## src/rtl/led_blinker.sv

```systemverilog
// LED blink sequencer: N on/off blinks per trigger, then a one-cycle DONE pulse.
// Optional one-deep pending request is compiled in when LED_PENDING_EN is defined.
module led_blinker #(
    parameter bit          ACTIVE_STATE    = 1'b1,
    parameter int unsigned CLOCKS_PER_USEC = 100,
    parameter int unsigned ON_MSEC         = 100,
    parameter int unsigned OFF_MSEC        = 100
) (
    input  logic       CLK,
    input  logic       RESET,
    input  logic       TRIGGER,
    input  logic [3:0] COUNT,
    output logic       PIN,
    output logic       BUSY,
    output logic       DONE
);

    localparam int unsigned ON_PERIOD  = CLOCKS_PER_USEC * ON_MSEC * 1000;
    localparam int unsigned OFF_PERIOD = CLOCKS_PER_USEC * OFF_MSEC * 1000;
    localparam int unsigned MAX_PERIOD = (ON_PERIOD > OFF_PERIOD) ? ON_PERIOD : OFF_PERIOD;
    localparam int unsigned CW         = $clog2(MAX_PERIOD + 1);
    localparam logic [CW-1:0] ON_LAST  = CW'(ON_PERIOD - 1);
    localparam logic [CW-1:0] OFF_LAST = CW'(OFF_PERIOD - 1);

    typedef enum logic [1:0] {
        IDLE   = 2'd0,
        ON     = 2'd1,
        OFF    = 2'd2,
        FINISH = 2'd3
    } state_t;

    state_t        state_q     = IDLE;
    logic [CW-1:0] cnt_q       = '0;
    logic [3:0]    remaining_q = '0;
    logic          pin_q       = ~ACTIVE_STATE;
    logic          busy_q      = 1'b0;
    logic          done_q      = 1'b0;
    logic          req_d;

`ifdef LED_PENDING_EN
    logic          pend_q      = 1'b0;
    logic [3:0]    pend_cnt_q  = '0;
`endif

    assign req_d = TRIGGER && (COUNT != '0);

    always_ff @(posedge CLK) begin
        if (RESET) begin
            state_q     <= IDLE;
            cnt_q       <= '0;
            remaining_q <= '0;
            pin_q       <= ~ACTIVE_STATE;
            busy_q      <= 1'b0;
            done_q      <= 1'b0;
`ifdef LED_PENDING_EN
            pend_q      <= 1'b0;
            pend_cnt_q  <= '0;
`endif
        end else begin
            done_q <= 1'b0;
            case (state_q)
                IDLE: begin
                    if (req_d) begin
                        state_q     <= ON;
                        remaining_q <= COUNT;
                        cnt_q       <= '0;
                        pin_q       <= ACTIVE_STATE;
                        busy_q      <= 1'b1;
                    end
                end
                ON: begin
                    if (cnt_q == ON_LAST) begin
                        state_q     <= OFF;
                        cnt_q       <= '0;
                        pin_q       <= ~ACTIVE_STATE;
                        remaining_q <= remaining_q - 1'b1;
                    end else begin
                        cnt_q <= cnt_q + 1'b1;
                    end
                end
                OFF: begin
                    if (cnt_q == OFF_LAST) begin
                        cnt_q <= '0;
                        if (remaining_q != '0) begin
                            state_q <= ON;
                            pin_q   <= ACTIVE_STATE;
                        end else begin
                            state_q <= FINISH;
                            done_q  <= 1'b1;
                        end
                    end else begin
                        cnt_q <= cnt_q + 1'b1;
                    end
                end
                FINISH: begin
`ifdef LED_PENDING_EN
                    // A request landing in the DONE cycle is the newest one and supersedes the stored one.
                    if (req_d) begin
                        state_q     <= ON;
                        remaining_q <= COUNT;
                        pin_q       <= ACTIVE_STATE;
                        pend_q      <= 1'b0;
                    end else if (pend_q) begin
                        state_q     <= ON;
                        remaining_q <= pend_cnt_q;
                        pin_q       <= ACTIVE_STATE;
                        pend_q      <= 1'b0;
                    end else begin
                        state_q <= IDLE;
                        busy_q  <= 1'b0;
                    end
`else
                    state_q <= IDLE;
                    busy_q  <= 1'b0;
`endif
                end
                default: state_q <= IDLE;
            endcase
`ifdef LED_PENDING_EN
            if (req_d && (state_q == ON || state_q == OFF)) begin
                pend_q     <= 1'b1;
                pend_cnt_q <= COUNT;
            end
`endif
        end
    end

    assign PIN  = pin_q;
    assign BUSY = busy_q;
    assign DONE = done_q;

endmodule

```

## config.mk

```make
export PLATFORM = sky130hd
export DESIGN_NAME = led_blinker
export DESIGN_NICKNAME = d
export VERILOG_FILES = /design/src/rtl/led_blinker.sv
export SDC_FILE = /design/constraint.sdc
export NUM_CORES = 1
export LEC_CHECK = 0
export BUFFER_PORTS_ARGS = -buffer_cell sky130_fd_sc_hd__buf_2
export CAP_MARGIN = 20
export CORE_MARGIN = 2
export CORE_UTILIZATION = 40
export DETAILED_ROUTE_END_ITERATION = 8
export PLACE_DENSITY_LB_ADDON = 0.15
export SETUP_SLACK_MARGIN = 0.1
export SLEW_MARGIN = 20
export SYNTH_ARGS = -nofsm -noshare
export SYNTH_HDL_FRONTEND = slang
export SYNTH_SLANG_ARGS = --single-unit
```

## constraint.sdc

```tcl
create_clock -name CLK -period 3 [get_ports CLK]
set_clock_uncertainty 0.2 [all_clocks]
set_input_delay 0.6 -clock CLK [delete_from_list [all_inputs] [get_ports CLK]]
set_output_delay 0.6 -clock CLK [all_outputs]
set_load 0.1 [all_outputs]
```

[Yosys cells after proc, flatten, opt, wreduce, memory -nomap -nowiden]
Index checks and enable logic that the tools add are counted.
Word-level totals
  bits in registers: 33
  bits of input ports: 7
  output and inout bits: 3
  logic and storage cells: 51
Cells by class
  add/sub/neg operators: 2
  equality and inequality tests: 8
  muxes and demuxes: 18
  bitwise logic cells: 2
  reduce and logical (&&, ||, !) cells: 15
Operator list (number)
  two-way mux 24 bit: 2
  one-hot mux 24 bit (2 select lines): 1
  adder 24 x 1 -> 24 bit (second input constant): 1
  equality test 24 bit (second input constant): 1
  two-way mux 2 bit: 4
  two-way mux 4 bit: 2
  inequality test 2 bit (second input constant): 4
  one-hot mux 2 bit (4 select lines): 1
  one-hot mux 4 bit (2 select lines): 1
  nonzero test 4 bit: 2
  AND reduction 3 bit: 2
  nonzero test 2 bit: 3
  two-way mux 1 bit: 5
  AND reduction 5 bit: 1
  equality test 2 bit (second input constant): 2
  AND reduction 2 bit: 2
  subtractor 4 x 1 -> 4 bit (second input constant): 1
  one-hot mux 1 bit (3 select lines): 1
  nonzero test 3 bit: 1
  OR reduction 3 bit: 1
  equality test 2 x 1 -> 1 bit (second input constant): 1
  logical NOT 2 bit: 1
  NOT 1 bit: 2
  one-hot mux 1 bit (2 select lines): 1
  2 further kinds: 2

[Depth between registers and ports, before layout]
  depth after elaboration: 4
  gate-level depth with buffers: 8
  mapped depth without buffers: 7

[Worst setup path before layout]
OpenSTA, ideal clock, no wires.
  path kind: in2reg
  start point: input COUNT[2]
  end point: register cnt_q[12]
  arrival: 1.964 ns
  required time: 2.730 ns
  slack: 0.767 ns
  cell stages on the path: 6
  path through: o41a_1 mux2i_1 buf_2 or3_1 or4b_1 a21oi_1
Between the ends
  cells in the longest elaborated chain, start to end: 4
Ends and longest elaborated chain
  start: declaration: RTL line 12  | input logic [3:0] COUNT,
  nonzero test 4 bit: RTL line 45  | assign req_d = TRIGGER && (COUNT != '0);
  logical AND 1 bit: RTL line 45
  inequality test 2 bit (no source line)
  AND reduction 2 bit (no source line)
  end signal: assignment: RTL line 78  | cnt_q <= cnt_q + 1'b1;
  end signal: assignment: RTL line 92  | cnt_q <= cnt_q + 1'b1;
  end: declaration: RTL line 33  | logic [CW-1:0] cnt_q = '0;
No other way between the ends.
A chain may end at the register's enable or synchronous reset.

[Worst setup path in the final report]
  start point: register state_q[1]
  end point: register cnt_q[8]
Between the ends
  cells in the longest elaborated chain, start to end: 4
Ends and longest elaborated chain
  start: declaration: RTL line 32  | state_t state_q = IDLE;
  start signal: assignment: RTL line 49  | state_q <= IDLE;
  start signal: assignment: RTL line 64  | state_q <= ON;
  start signal: assignment: RTL line 73  | state_q <= OFF;
  equality test 2 bit or equality test 2 x 1 -> 1 bit (tied branches): RTL line 61  | case (state_q)
  OR reduction 2 bit (no source line)
  nonzero test 2 bit (no source line)
  AND reduction 2 bit (no source line)
Several ways; a longest one is shown, not always the timed one.

==> results.md <==
* Area grow syn2layout at 11.9%
* P_leak at 0.701 nW
* Final Hold Viols at 0
* CTS tree: done
* Kind of critical path: reg2reg
* Core Box Area at 4410 sq um
* Critical Path Slowest Stage Cell: or4b_1
* DRC at 0
* CP Capture Type: flop
* IO Count at 10
* Yosys cell types at 52
* Placed cells at 277
* Synth Flop Type: dfxtp_1
* Rows at 24
* Final setup fails at 0
* CTS Root Cell: clkbuf_8
* Post-synthesis sequential area ratio at 35.6%
* Worst-Skew Late Latency at 0.28 ns
* Final Max Tran Viols at 0
* Total track usage at 17.0%
* Achievable Freq at 408 MHz
* Worst vdd ir at 0.384 mV
* Slew @ Worst Pin at 0.559 ns
* Min-Delay Endpoint: cnt_q[23]
* Initial antenna violation count at 0
* Max incr delay on CP at 0.46 ns
* Layout cell share with drive strength beyond 1 at 11.2%
* Max-Cap Viols at 0
* Die Y at 72.1 um
* PD cells at 807 nW/um^2
* Post-route setup TNS at 0 ns
* R2R cell count at 7
* Post-detailed-route count of antenna-violating nets at 0
* Dpl hpwl at 3050 um
* GRT met2 Usage at 26.6%
* Initial DRC Count at 71
* Vias/cell at 5.64
* Worst path cell trace: inv_1 -> ha_1 -> mux2i_1 -> buf_4 -> or3_1 -> or4b_1 -> a31oi_1
* FF+latch count, synth at 33
* Clock Power Share at 25.7%
* Status: finished, final reports clean
* DRT Pass-1 Iters at 4
* Int Power at 0.00100 W
* Hold buffers post-CTS at 0
* CTS buffer count at 5
* Final net count at 247
* Reg-to-Reg Start: state_q[1]
* Layer with the highest usage: met2
* Tmin final at 2.45 ns
* Final Non-Filler Cells at 285
* Synth Instances at 220
* R2R Path End: cnt_q[8]
* Req. time, crit path at 3.01 ns
* R2R setup slack at 0.55 ns
* Vias at 1607
* Clock Path Buffers at 2
* Die width at 72.1 um
* Starting Density at 42.1%
* Ys async rst share at 0%
* Number of antenna diodes at 0
* Ys Warns at 0
* Dpl cell area at 1960 sq um
* Setup Buffers After CTS at 0
* Most frequent cells in the layout: dfxtp_1, nor2_1, nand2_1, xnor2_1, nor4_1
* Gp weighted congestion at 0.804
* Full die area at 5200 sq um
* Post-cts resize count at 0
* First-pass GRT wire length at 6930 um
* Met3 Track Usage GR at 3.75%
* Sw Ratio at 40.1%
* Crit path DAT at 2.47 ns
* Sink Count at 33
* Pin count of the biggest net entering global routing at 14
* Synthesized cell area at 1860 sq um
* Grt total ovfl at 0
* Hold path depth at 2
* Psw at 0.000672 W
* H-tree depth at 2
* Sequential share of power at 32.7%
* HP Class: reg2reg
* WL final at 4170 um
* Mapped Nets at 235
* Port bufs at 9
* Hold_sp: cnt_q[23]
* Grt met1 use at 23.3%
* Post-route cell area at 2080 sq um
* Fin crit share at 81.8%
* Clock transition at path regs at 0.07 ns
* Vias in the first global route at 1485
* Crit-path max FO at 13
* Startpoint Class: flop
* Post-synth EDFFs at 0
* Total power at 0.00168 W
* Wire length per cell at 14.6 um
* Average size of a mapped cell at 8.44 sq um
* Unrepaired setup endpoints after global routing: false
* Comb power frac at 41.6%
* Commonest non-fill, non-tap cell in the layout: dfxtp_1
* Normalized max-slew margin at 62.2%
worst max-delay path by stage:
stage	start	to
floorplan	COUNT[2]	cnt_q[12]
global placement	COUNT[2]	cnt_q[8]
detailed placement	COUNT[2]	cnt_q[8]
CTS	state_q[1]	cnt_q[8]
global route	cnt_q[0]	state_q[0]
finish	state_q[1]	cnt_q[8]
cell families after synthesis:
| group | Yosys count | share of synthesized area [%] |
|---|---|---|
| fa+ha+maj | 8 | 5.39 |
| flops | 33 | 35.6 |
| compound gates | 39 | 14.8 |
| buf+inv | 18 | 3.98 |
| mux | 4 | 2.22 |
| simple gates | 100 | 29.6 |
| xor+xnor | 18 | 8.49 |
cell type report:
| type | instances | area (sq um) |
|---|---|---|
| multi-input cells | 169 | 1120 |
| fillers | 437 | 2340 |
| well taps | 52 | 65.1 |
| inverters | 10 | 37.5 |
| flip-flops and latches | 33 | 661 |
| clock buffers | 7 | 86.3 |
| clock inverters | 1 | 30.0 |
| repair buffers | 13 | 75.1 |
power groups by stage:
stage,registers [W],logic (W),clock network [W]
finish,0.000548,0.000698,0.000432
global route,0.000556,0.000777,0.000461
CTS,0.000547,0.000699,0.000440
detailed placement,0.000557,0.000696,0
global placement,0.000557,0.000696,0
floorplan,0.000616,0.000466,0
critical path: cells and delay by family (launching register included):
family	cells	cell delay, ns
simple gates	2	0.78
fa+ha+maj	1	0.43
flops	1	0.41
buf+inv	2	0.30
compound gates	1	0.16
mux	1	0.11
cell usage after synthesis (3+ instances only):
| cell type | n | area, sq um |
|---|---|---|
| nand3_1 | 6 | 30.0 |
| nor4_1 | 12 | 75.1 |
| o21ai_0 | 3 | 15.0 |
| nand2_1 | 17 | 63.8 |
| nand4_1 | 9 | 56.3 |
| mux2i_1 | 3 | 30.0 |
| a31oi_1 | 4 | 25.0 |
| o211ai_1 | 3 | 22.5 |
| ha_1 | 8 | 100 |
| xnor2_1 | 16 | 140 |
| nor2b_1 | 3 | 18.8 |
| inv_1 | 10 | 37.5 |
| and3_1 | 3 | 18.8 |
| clkbuf_1 | 4 | 15.0 |
| dfxtp_1 | 33 | 661 |
| nor2_1 | 27 | 101 |
| and4_1 | 3 | 26.3 |
| a21oi_1 | 8 | 40.0 |
| nor3_1 | 6 | 30.0 |
per-layer routing:
metal / routed length [um] / vias up
met5: 0 / -
met4: 52 / 0
met3: 95 / 5
met2: 1830 / 21
met1: 2190 / 740
li1: - / 841
state kept, by name (all words and copies together), names as in the netlist:
register	flops
BUSY	1
DONE	1
PIN	1
cnt_q	24
remaining_q	4
state_q	2
through the flow:
step	setup WS [ns]	utilization, %	hold WS [ns]
final	0.546	47.1	0.326
after global routing	0.292	47.1	0.356
after CTS	0.541	47.1	0.326
after detailed placement	0.525	44.4	0.312
after global placement	0.566	44.4	0.295
after floorplan	0.767	-	0.270
(Power assumes the default switching activity.)
